<file path="config.mk">
export PLATFORM = sky130hd
export DESIGN_NAME = accum_unit
export DESIGN_NICKNAME = d
export VERILOG_FILES = /design/src/rtl/accum_unit.sv
export SDC_FILE = /design/constraint.sdc
export NUM_CORES = 1
export LEC_CHECK = 0
export BUFFER_PORTS_ARGS = -buffer_cell sky130_fd_sc_hd__buf_2
export CAP_MARGIN = 20
export CELL_PAD_IN_SITES_DETAIL_PLACEMENT = 1
export CELL_PAD_IN_SITES_GLOBAL_PLACEMENT = 1
export CORE_MARGIN = 2
export CORE_UTILIZATION = 38
export CTS_CLUSTER_SIZE = 40
export DETAILED_ROUTE_END_ITERATION = 10
export PLACE_DENSITY = 0.75
export SLEW_MARGIN = 20
export SYNTH_ARGS = -nofsm -noshare
export SYNTH_HDL_FRONTEND = slang
export SYNTH_SLANG_ARGS = --single-unit
</file>
<file path="constraint.sdc">
create_clock -name CLK -period 2 [get_ports CLK]
set_input_delay 0.1 -clock CLK [delete_from_list [all_inputs] [get_ports CLK]]
set_output_delay 0.1 -clock CLK [all_outputs]
set_load 0.005 [all_outputs]
</file>
<file path="src/rtl/accum_unit.sv">
// accum_unit: accumulator with direct add/sub/load/clear and a counted burst-accumulate FSM
// Ports: CLK clock, Clrn async active-low reset, A operand, Add/Sub/Load/Clr direct ops (IDLE only),
//        Start/Len burst request, In_valid/In_ready burst sample handshake,
//        B accumulator, Ovf sticky overflow, Busy not-idle, Done burst-complete pulse
module accum_unit #(
  parameter int WIDTH    = 8,
  parameter int CNT_W    = 4,
  parameter int SATURATE = 1
) (
  input  logic             CLK,
  input  logic             Clrn,
  input  logic [WIDTH-1:0] A,
  input  logic             Add,
  input  logic             Sub,
  input  logic             Load,
  input  logic             Clr,
  input  logic             Start,
  input  logic [CNT_W-1:0] Len,
  input  logic             In_valid,
  output logic             In_ready,
  output logic [WIDTH-1:0] B,
  output logic             Ovf,
  output logic             Busy,
  output logic             Done
);
  typedef enum logic [1:0] {IDLE, ACCUM, DONE} state_t;
  state_t state, nxt;
  logic [CNT_W-1:0] cnt, cnt_n;
  logic [WIDTH-1:0] b_n, add_res, sub_res;
  logic o_n;
  logic [WIDTH:0] sum, dif;
  assign sum = {1'b0, B} + {1'b0, A};
  assign dif = {1'b0, B} - {1'b0, A};
  assign add_res = (SATURATE != 0 && sum[WIDTH]) ? {WIDTH{1'b1}} : sum[WIDTH-1:0];
  assign sub_res = (SATURATE != 0 && dif[WIDTH]) ? '0 : dif[WIDTH-1:0];
  assign Busy = state != IDLE;
  assign In_ready = state == ACCUM;
  assign Done = state == DONE;
  always_ff @(posedge CLK or negedge Clrn)
    if (!Clrn) begin
      state <= IDLE;
      B <= '0;
      Ovf <= 1'b0;
      cnt <= '0;
    end else begin
      state <= nxt;
      B <= b_n;
      Ovf <= o_n;
      cnt <= cnt_n;
    end
  always_comb begin
    nxt = state;
    b_n = B;
    o_n = Ovf;
    cnt_n = cnt;
    case (state)
      IDLE:
        if (Start) begin
          b_n = '0;
          o_n = 1'b0;
          cnt_n = Len;
          nxt = (Len == '0) ? DONE : ACCUM;
        end else if (Clr) begin
          b_n = '0;
          o_n = 1'b0;
        end else if (Add) begin
          b_n = add_res;
          o_n = Ovf | sum[WIDTH];
        end else if (Sub) begin
          b_n = sub_res;
          o_n = Ovf | dif[WIDTH];
        end else if (Load) begin
          b_n = A;
          o_n = 1'b0;
        end
      ACCUM:
        if (In_valid) begin
          b_n = add_res;
          o_n = Ovf | sum[WIDTH];
          cnt_n = cnt - 1'b1;
          nxt = (cnt == CNT_W'(1)) ? DONE : ACCUM;
        end
      DONE: nxt = IDLE;
      default: nxt = IDLE;
    endcase
  end
endmodule

</file>
# Word level (Yosys, flattened, before mapping)
# Index checks and enable logic that the tools add are counted.
# W data, S select, Z words.
[op_classes] add_sub_neg=3 multipliers=0 div_mod_pow=0 n_lt_le_gt_ge=0 eq_ne=6 shifts=0 muxes=24 bitwise_logic=2 reduce_logical=7
[op_table] op="$mux W8" n=8
[op_table] op="$pmux W8 S2" n=1
[op_table] op="$add A8 B8 Y9" n=1
[op_table] op="$sub A8 B8 Y9" n=1
[op_table] op="$mux W2" n=4
[op_table] op="$mux W4" n=2
[op_table] op="$pmux W4 S2" n=1
[op_table] op="$mux W1" n=6
[op_table] op="$ne A6 B6 Y1 const B" n=1
[op_table] op="$reduce_and A3 Y1" n=2
[op_table] op="$eq A4 B1 Y1 const B" n=1
[op_table] op="$logic_not A4 Y1" n=1
[op_table] op="$ne A2 B2 Y1 const B" n=2
[op_table] op="$pmux W2 S2" n=1
[op_table] op="$reduce_bool A2 Y1" n=2
[op_table] op="$sub A4 B1 Y4 const B" n=1
[op_table] op="$eq A2 B1 Y1 const B" n=1
[op_table] op="$eq A2 B2 Y1 const B" n=1
[op_table] op="$logic_not A2 Y1" n=1
[op_table] op="$or A1 B1 Y1" n=2
[op_table] op="$pmux W1 S2" n=1
[op_table] op="$reduce_and A2 Y1" n=1
[totals] reg_bits=15 latchBits=0 mem_bits_rw=0 mem_bits_ro=0 inputBits=20 out_inout_bits=12 word_cells=46 n_memories=0

# Logic depth before layout (Yosys ltp)
# Gate-level depths: netlist of run 1.
[depth] depth_word=7 mapped_depth=9 ltp_nobuf=9

# Worst setup path before layout of run 1
# OpenSTA, ideal clock, no wires.
[synth_timing] path_type="register to register" start="reg B[0]" end="reg B[5]" setup_ps=65 arrival_ps=2012 t_required_ps=1935 setup_slack_ps=-78 stages_incl_launch_ff=10 n_path_buf=0 synth_period_minus_slack_ps=2078 path_cell_list="dfrtp_1 -> inv_1 -> ha_1 -> fa_1 -> nand2b_1 -> a21oi_2 -> o221ai_4 -> a2111oi_0 -> or3_1 -> a22o_1"
[synth_via] elab_chain_cells=7 word_cells_on_any_way=10 cone_classes="2 x add/sub; 8 x mux"
[synth_rtl] item="start, declared" line="21" text="output logic [WIDTH-1:0] B,"
[synth_rtl] item="start signal, assigned" line="47" text="B <= b_n;"
[synth_rtl] item="$sub A8 B8 Y9" line="33" text="assign dif = {1'b0, B} - {1'b0, A};"
[synth_rtl] item="$mux W8" line="35" text="assign sub_res = (SATURATE != 0 && dif[WIDTH]) ? '0 : dif[WIDTH-1:0];"
[synth_rtl] item="$mux W8" line="69" text="end else if (Sub) begin"
[synth_rtl] item="$mux W8" line="66" text="end else if (Add) begin"
[synth_rtl] item="$mux W8" line="63" text="end else if (Clr) begin"
[synth_rtl] item="$mux W8" line="58" text="if (Start) begin"
[synth_rtl] item="$pmux W8 S2 *" line="56" text="case (state)"
# Mark *: on every way between the ends. The rest lies on a longest branch, timed or not. The select of a mux whose other input is x is not followed.
# A chain may end at the register's enable or synchronous reset.

# Worst setup path in the final report of run 1
[layout_timing] start="reg B[0]" end="reg B[0]"
# The elaborated chain is that of the path after synthesis.

==> out/qor.txt, run 1 <==
total gr overflow: 0
Clock transition at path regs: 0.07 ns
fin worst setup slack: -0.1060 ns
synthesized flop and latch total: 15
CP Class: reg2reg
CTS tree: done
Final Power: 4.146 mW
buffer and inverter count on the worst path: 1
Post-Syn Instances: 224
fin nets: 341
Initial Util: 39.17%
chip width: 73.55 um
Buffers on Ports: 31
Synth Cell Area: 1838 um^2
cell area after layout: 2557 um^2
via count: 1999
Top Family by Delay on Critical Path: compound AO/OA/AOI/OAI gates
crit-path max cell delay: 0.40 ns
Final min period: 2.106 ns
Post-DRT Antenna Nets: 0
CP max stage cell: dfrtp_1
largest net degree at the start of global routing: 16
Synth Warn #: 0
post-detailed-route DRC marker count: 0
register area share after synthesis: 20.42%
leading register cell type out of synthesis: dfrtp_1
violated checks: setup timing
Hold WC Path Type: in2reg
actual slew at the worst max-slew pin: 0.5982 ns
DRT Pass-1 Iters: 4
crit path DAT: 2.26 ns
vias in the first global route: 2087
f_max: 474.8 MHz
crit-path max FO: 6
Slew Limit Fails: 0
Routed wire per std cell: 18.40 um
Syn Area/Cell: 8.205 um^2
VDD IR max: 0.0006852 V
DP Wirelength: 5040 um
final core occ: 54.51%
Avg Vias per Cell: 5.647
Pleak: 1.177 nW
fraction of layout cells with a size suffix above 1: 40.00%
GPL Wtd Cong: 0.8345
setup TNS: -0.6758 ns
H-tree levels: 1
outcome: complete, but fails checks
Worst Path Required: 2.15 ns
syn nets: 264
antenna diode count: 0
Pwr Density: 1621 nW/um^2
asr flop ratio synth: 100.0%
crit path capture type: register
1st-iter DRT viols: 74
worst-skew pair later-pin latency: 0.26 ns
Max Root-Sink Buffers: 2
CTS Buf Count: 3
final setup vio count: 9
Slew Limit Headroom: 59.97%
die footprint: 5409 um^2
Final period util: 105.3%
Die Y: 73.55 um
unrepaired setup endpoints after global routing: yes
initial antenna violation count: 0
Final Skew: 0.001556 ns
crit-path cells: inv_2 > ha_4 > fa_2 > nand2b_4 > a21oi_4 > o221ai_4 > o21ai_1 > a21oi_1 > a311oi_1
Hold Vio Cnt, Final: 0
Post-DP Area: 2347 um^2
Post-synth EDFFs: 0
global-route wire length before repair: 10430 um
area added between synthesis and finish: 39.14%
# rows: 25
Max-Cap Viols: 0
critical path startpoint category: register
total core area: 4692 um^2
Synth cell types: 62
root buf cell: clkbuf_8
Setup Slack @ Placement: -0.2454 ns
I/O Pins: 32
Post-Route WL: 6515 um
GRT Util Overall: 25.16%
Num Clock Sinks: 15
==> final cells by class <==
| class | count | area [um^2] |
|---|---|---|
| fill | 590 | 2135 |
| inverter | 25 | 93.84 |
| clock inverter | 1 | 5.005 |
| multi-input combinational | 175 | 1434 |
| clock buffer | 3 | 41.29 |
| tap | 54 | 67.56 |
| sequential | 15 | 375.4 |
| timing repair buffer | 81 | 540.5 |
==> synth_stat cells, drive strengths merged (2+ instances only) <==
library cell | number | area (um^2)
or3 | 2 | 12.51
o22ai | 3 | 25.02
dfrtp | 15 | 375.4
xor2 | 3 | 26.28
or2 | 2 | 12.52
nor2b | 5 | 31.28
a2111oi | 3 | 45.05
nor4 | 3 | 18.77
nor3 | 8 | 45.04
ha | 18 | 225.2
mux2i | 3 | 30.03
a21o | 2 | 15.01
nand3 | 5 | 25.02
a31oi | 2 | 12.51
or4 | 2 | 18.77
o21ai | 13 | 68.81
a311oi | 2 | 17.52
nand2 | 8 | 30.03
a211oi | 3 | 27.52
o211ai | 3 | 27.52
a211o | 2 | 17.52
o21a | 2 | 15.01
nand2b | 8 | 60.06
buf | 8 | 57.55
fa | 2 | 40.04
a221oi | 2 | 35.04
nor2 | 22 | 82.58
o31a | 2 | 17.52
a21oi | 27 | 138.9
inv | 25 | 93.84
xnor2 | 4 | 35.03
==> flip-flops by register name, summed over array words and instances (netlist names) <==
name	cells
cnt	4
state	2
B	8
Ovf	1
==> final timing paths <==
kind / start / to / slack (ns) / cells past startpoint
setup / recovery: B[0] / B[0] / -0.11 / 9
hold / removal: Len[0] / cnt[0] / 0.12 / 3
setup reg to reg: B[0] / B[0] / -0.11 / 9
hold reg to reg: Ovf / Ovf / 0.55 / 1
max in group asynchronous: Clrn / B[5] / 1.43 / 2
min in group asynchronous: Clrn / B[2] / 0.29 / 2
==> tightest hold or removal path: stages <==
cell,delay (ns)
buf_2,0.08
nand3_1,0.07
o211ai_1,0.09
==> per-layer routing <==
layer	up-vias	track usage, %	part of all wire (%)
li1	966	-	-
met1	988	34.32	46
met2	36	42.96	50
met3	9	2.195	2.8
met4	0	5.859	1.4
met5	-	0	0
==> cell families after synthesis <==
kind of cell	count (synthesis)	share of synthesized area (%)
AO/OA/AOI/OAI	76	31.65
buffers and inverters	34	8.441
multiplexers	3	1.634
adder cells (fa/ha/maj)	20	14.43
XOR/XNOR	7	3.336
flip-flops	15	20.42
AND/OR/NAND/NOR	69	20.08
==> per-stage QoR <==
step	hold slack, ns	std cells
2_1_floorplan	-0.1956	224
3_3_place_gp	0.04359	344
3_5_place_dp	0.04106	344
4_1_cts	0.1274	352
5_1_grt	0.1482	354
6_report	0.1235	354
==> cell usage in the layout, fill, tap and decap left out, types with 4 or more instances in the layout <==
master and instances:
dfrtp_1 15, nand2_1 8, nor2_1 22, nand3_1 5, inv_1 22, a21oi_1 25
xnor2_1 4, buf_4 47, ha_1 12, nand2b_1 5, nor2b_1 4, nor3_1 7
buf_2 31, o21ai_0 9
==> power by group <==
group / total, mW / internal [mW] / switching, mW
Sequential: 0.601 / 0.459 / 0.142
Clock: 0.265 / 0.139 / 0.127
Combinational: 3.28 / 1.57 / 1.71
Total: 4.15 / 2.17 / 1.98
==> what timing repair did <==
action / CTS / global route
endpoints found under the hold margin: 15 / 0
setup endpoints to repair: 9 / 9
gates resized for setup: 22 / 4
setup buffers: 3 / 2
hold buffers: 1 / 0
pin swaps: 12 / 9
Power figures use the tool's default switching activity.
==> run 2: changes to the inputs <==
Settings changed: GPL_TIMING_DRIVEN set to 0.
==> run 2 against run 1 <==
  * Clock skew down 0.00057 ns
  * First-iteration DRC count up 45%
  * Critical path depth up 1
  * Worst setup slack worse by 0.17 ns
  * Final cell count down 4.5%
  * Register-to-register slack worse by 0.17 ns
  * The flow still finishes with violations (setup timing)
  * Total power up 1.0%
  * Non-clock buffer count down 16
  * Final area down 2.5%
  * Sequential share of layout area up 0.43 points
  * Sequential power up 3.3%
==> out/qor.txt, run 2 (same netlist as run 1, synthesis figures left out) <==
total core area: 4692 um^2 (unchanged)
largest net degree at the start of global routing: 16 (unchanged)
actual slew at the worst max-slew pin: 0.6062 ns (+0.008008 ns)
Hold WC Path Type: in2reg
Die Y: 73.55 um (unchanged)
Max-Cap Viols: 0 (unchanged)
post-detailed-route DRC marker count: 0 (unchanged)
vias in the first global route: 1823 (-13%)
fraction of layout cells with a size suffix above 1: 39.08% (-0.92 points)
global-route wire length before repair: 9039 um (-13%)
violated checks: setup timing
unrepaired setup endpoints after global routing: yes
fin worst setup slack: -0.2759 ns (-0.1699 ns)
Final Power: 4.188 mW (+1.0%)
Final Skew: 0.0009870 ns (-0.0005690 ns)
area added between synthesis and finish: 35.67%
r2r endpoint: B[1]
Post-DRT Antenna Nets: 0 (unchanged)
Filler Cells Inserted: 573 (-2.9%)
Num Clock Sinks: 15 (unchanged)
Max Root-Sink Buffers: 2 (unchanged)
worst r2r src: B[0]
GRT Util Overall: 21.54% (-3.6 points)
initial antenna violation count: 0 (unchanged)
Initial Util: 39.17% (unchanged)
final core occ: 53.15% (-1.4 points)
Final period util: 113.8% (+8.5 points)
Post-Place Cells: 309 (-10%)
Worst Hold Endpoint: cnt[0]
non-filler cells, final: 338 (-4.5%)
Pleak: 1.103 nW (-6.3%)
Worst Path Required: 2.15 ns (about the same)
DP Wirelength: 4087 um (-19%)
Final min period: 2.276 ns (+0.1699 ns)
critical path startpoint category: register
Pwr Density: 1679 nW/um^2 (+3.6%)
crit path capture type: register
# rows: 25 (unchanged)
commonest non-fill, non-tap cell in the layout: buf_2
hold path start: Len[0]
Hold Vio Cnt, Final: 0 (unchanged)
via count: 1932 (-3.4%)
Top reg by flops: B
total gr overflow: 0 (unchanged)
root buf cell: clkbuf_8
GPL Wtd Cong: 0.8361 (+0.19%)
die footprint: 5409 um^2 (unchanged)
DRT Pass-1 Iters: 4 (unchanged)
fin nets: 325 (-4.7%)
Multi-input gate area: 1476 um^2 (+3.0%)
antenna diode count: 0 (unchanged)
crit path DAT: 2.43 ns (+0.17 ns)
CP Class: reg2reg
Post-Route WL: 6518 um (about the same)
f_max: 439.4 MHz (-7.5%)
most frequent cells in the layout: buf_2 (33), a21oi_1 (23), buf_4 (22), nor2_1 (22), inv_1 (21)
1st-iter DRT viols: 107 (+45%)
Avg Vias per Cell: 5.716 (+1.2%)
register-to-register setup slack: -0.28 ns (-0.17 ns)
Routed wire per std cell: 19.28 um (+4.8%)
crit-path max FO: 6 (unchanged)
Slew Limit Fails: 0 (unchanged)
R2R depth: 10 (+1)
chip width: 73.55 um (unchanged)
H-tree levels: 1 (unchanged)
final setup vio count: 9 (unchanged)
Slew Limit Headroom: 59.44% (-0.54 points)
CTS Buf Count: 3 (unchanged)
Hold Path Depth: 3 (unchanged)
Clock transition at path regs: 0.06 ns (about the same)
outcome: complete, but fails checks
CTS tree: done
Largest register FFs: 8 (unchanged)
Storage cell area: 376.6 um^2 (+0.33%)
Buffers on Ports: 31 (unchanged)
VDD IR max: 0.0005438 V (-21%)
Top Registers: B: 8 flops, cnt: 4 flops, state: 2 flops
worst-skew pair later-pin latency: 0.25 ns (about the same)
I/O Pins: 32 (unchanged)
run 2: changes by cell type in the layout (fill, tap and decap cells not counted), sizes merged:
cell	delta
clkbuf	+2
buf	-17
clkinv	-1
run 2: what timing repair did:
action / 4_1_cts / 5_1_grt
setup buffers: 11 / 13
endpoints found under the setup margin: 9 / 9
hold endpoints to repair: 15 / 0
pin swaps: 14 / 24
resized for setup: 20 / 21
hold buffers: 1 / 0
run 2: stage by stage:
stage          setup TNS [ns]  hold WS [ns]  setup WS, ns  cell area, um^2
2_1_floorplan        -0.05024       -0.1956      -0.05024             1862
3_3_place_gp           -1.530       0.03661       -0.2289             2085
3_5_place_dp           -1.735       0.03805       -0.2913             2085
4_1_cts               -0.6259        0.1222       -0.1526             2285
5_1_grt                -2.159        0.1580       -0.3311             2494
6_report               -1.505        0.1174       -0.2759             2494
run 2: cell type report:
cell class / count / area share (%)
Inverter: 25 / 3.763
Timing Repair Buffer: 56 / 14.45
Tap cell: 54 / 2.709
Buffer: 9 / 2.960
Clock buffer: 4 / 1.806
Sequential cell: 15 / 15.10
Multi-Input combinational cell: 175 / 59.21
run 2: worst max-delay path by stage:
stage                 to  startpoint  cells after the start
floorplan           B[5]        B[0]                      9
global placement    B[5]        B[7]                      7
detailed placement  B[5]        B[7]                      7
CTS                 B[7]        B[0]                     10
global route        B[1]        B[0]                     10
finish              B[1]        B[0]                     10
run 2: power breakdown:
part	switching, mW	total (mW)	internal, mW
combinational	1.76	3.31	1.55
sequential	0.160	0.621	0.461
clock	0.116	0.257	0.141
run 2: per-layer routing:
layer  wire length, um  track usage (%)  part of all wire [%]  up-vias
met5                 0                0                     0        -
li1                  -                -                     -      928
met2              3366            35.91                    52       58
met4               112            5.253                   1.7        0
met3               298            1.235                   4.6       11
met1              2739            30.43                    42      935
run 2: critical path: stages, from the launching register on:
cell and delay (ns):
dfrtp_1 0.39, inv_2 0.06, ha_4 0.16, fa_2 0.36, nand2b_4 0.17, a21oi_4 0.18, o221ai_4 0.18, buf_6 0.17
o21ai_2 0.15, a21oi_1 0.09, a311oi_1 0.25
==> run 3: changes to the inputs <==
Settings changed: CELL_PAD_IN_SITES_DETAIL_PLACEMENT 1 to 0, TNS_END_PERCENT set to 100.
==> run 3 against run 2 <==
  * The run still ends with setup timing left
  * Final cell count fell by 2.1%
  * Sequential share of layout area up 0.29 points
  * Clock-buffer cell count did not move
  * Global-route usage decreased by 2.3 points
  * Hold slack gained 0.0097 ns
  * Critical endpoint is now B[5]
  * Largest power group unchanged
==> out/qor.txt, run 3 (same netlist as run 1, synthesis figures left out) <==
outcome: complete, but fails checks
violated checks: setup timing
vias in the first global route: 1717 (-5.8%)
root buf cell: clkbuf_8
fraction of layout cells with a size suffix above 1: 37.55% (-1.5 points)
Slew Limit Headroom: 62.37% (+2.9 points)
1st-iter DRT viols: 106 (-0.93%)
area added between synthesis and finish: 33.56%
Max-Cap Viols: 0 (unchanged)
worst r2r src: B[1]
Post-Route WL: 5210 um (-20%)
fin nets: 318 (-2.2%)
Routed wire per std cell: 15.74 um (-18%)
commonest non-fill, non-tap cell in the layout: buf_2
antenna diode count: 0 (unchanged)
post-detailed-route DRC marker count: 0 (unchanged)
total gr overflow: 0 (unchanged)
met1 usage: 27.14% (-3.3 points)
Num Clock Sinks: 15 (unchanged)
fin worst setup slack: -0.07235 ns (+0.2035 ns)
initial antenna violation count: 0 (unchanged)
Pleak: 1.066 nW (-3.3%)
total core area: 4692 um^2 (unchanged)
Hold WC Path Type: in2reg
chip width: 73.55 um (unchanged)
DP Wirelength: 3753 um (-8.2%)
Final Power: 3.922 mW (-6.3%)
Initial Util: 39.17% (unchanged)
global-route wire length before repair: 8211 um (-9.2%)
Top reg by flops: B
Final min period: 2.072 ns (-0.2035 ns)
CTS Buf Count: 3 (unchanged)
hold path start: Len[0]
# rows: 25 (unchanged)
die footprint: 5409 um^2 (unchanged)
CTS tree: done
via count: 1816 (-6.0%)
gr busiest metal: met2
Post-DRT Antenna Nets: 0 (unchanged)
critical path startpoint category: register
most frequent cells in the layout: buf_2 (34), a21oi_1 (23), inv_1 (22), nor2_1 (22), buf_4 (18)
Die Y: 73.55 um (unchanged)
Buffers on Ports: 31 (unchanged)
Max Root-Sink Buffers: 2 (unchanged)
CP Class: reg2reg
Fin Hold WS: 0.1271 ns (+0.009704 ns)
Clock transition at path regs: 0.07 ns (about the same)
largest net degree at the start of global routing: 16 (unchanged)
GPL Wtd Cong: 0.8361 (unchanged)
Pwr Density: 1598 nW/um^2 (-4.9%)
Worst Path Required: 2.14 ns (about the same)
final core occ: 52.32% (-0.83 points)
f_max: 482.5 MHz (+9.8%)
M2 GR Usage: 31.94% (-4.0 points)
crit-path max cell delay: 0.45 ns (+0.06 ns)
CP max stage cell: a2111oi_2
Hold Vio Cnt, Final: 0 (unchanged)
crit-path cells: ha_1 > nand2b_1 > a2111oi_2 > nor3_1 > xnor2_1 > a21oi_1 > a22o_1
final setup vio count: 8 (-1)
crit-path max FO: 4 (-2)
DRT Pass-1 Iters: 4 (unchanged)
Final Skew: 0.007849 ns (+0.006862 ns)
met3 Usage GRT: 1.372% (+0.14 points)
I/O Pins: 32 (unchanged)
Largest register FFs: 8 (unchanged)
crit path capture type: register
Top Registers: B: 8 flops, cnt: 4 flops, state: 2 flops
Final period util: 103.6% (-10 points)
CP startpoint: B[1]
GRT Util Overall: 19.28% (-2.3 points)
H-tree levels: 1 (unchanged)
Slew Limit Fails: 0 (unchanged)
crit path DAT: 2.22 ns (-0.21 ns)
actual slew at the worst max-slew pin: 0.5624 ns (-0.04382 ns)
unrepaired setup endpoints after global routing: yes
VDD IR max: 0.0007816 V (+44%)
worst-skew pair later-pin latency: 0.25 ns (about the same)
Filler Cells Inserted: 444 (-23%)
Avg Vias per Cell: 5.486 (-4.0%)
==> run 3: final cells by class <==
| class | count | area (um^2) | share of cell area [%] |
|---|---|---|---|
| plain buffers | 8 | 62.56 | 2.548 |
| flip-flops and latches | 15 | 377.9 | 15.39 |
| inverters | 25 | 93.84 | 3.823 |
| repair buffers | 50 | 301.5 | 12.28 |
| multi-input cells | 175 | 1506 | 61.37 |
| well taps | 54 | 67.56 | 2.752 |
| clock buffers | 4 | 45.04 | 1.835 |
==> run 3: per-layer routing <==
metal | vias up | wire [um]
li1 | 917 | -
met1 | 858 | 2462
met2 | 35 | 2536
met3 | 6 | 157
met4 | 0 | 53
met5 | - | 0
==> run 3: critical path, delay by kind of cell, from the launching register on <==
family,cells,cell delay (ns)
AOI/OAI and AO/OA,3,0.75
and+or+nand+nor,2,0.32
adders and majority gates,1,0.28
DFF,1,0.42
xor gates and xnor gates,1,0.19
==> run 3: timing repair <==
action,CTS,global route
gates cloned,0,1
hold endpoints to repair,15,0
setup endpoints to repair,9,9
buffers inserted,12,5
hold buffers,1,0
pin swaps,18,14
resized for setup,24,17
==> run 3: path summary, 6_finish.rpt <==
path / endpoint / slack (ns) / cells after the start
worst max-delay path: B[5] / -0.07 / 7
worst min-delay path: cnt[0] / 0.13 / 3
worst max register to register: B[5] / -0.07 / 7
worst min register to register: Ovf / 0.55 / 1
max in group asynchronous: B[0] / 1.39 / 2
min in group asynchronous: B[5] / 0.31 / 2
==> run 3: per-stage QoR <==
step	setup slack, ns	std cells	instance area [um^2]	TNS (ns)
detailed placement	-0.2792	309	2085	-1.638
global placement	-0.2289	309	2085	-1.530
CTS	-0.09217	326	2311	-0.4447
finish	-0.07235	331	2455	-0.3570
floorplan	-0.05024	224	1862	-0.05024
global route	-0.1877	331	2455	-1.184
==> run 3: power breakdown <==
part           leakage (nW)  internal (mW)  total, mW  switching (mW)
Clock                0.0228          0.141      0.252           0.111
Combinational         0.871           1.46       3.05            1.59
Sequential            0.172          0.463      0.616           0.153
Total                  1.07           2.07       3.92            1.85
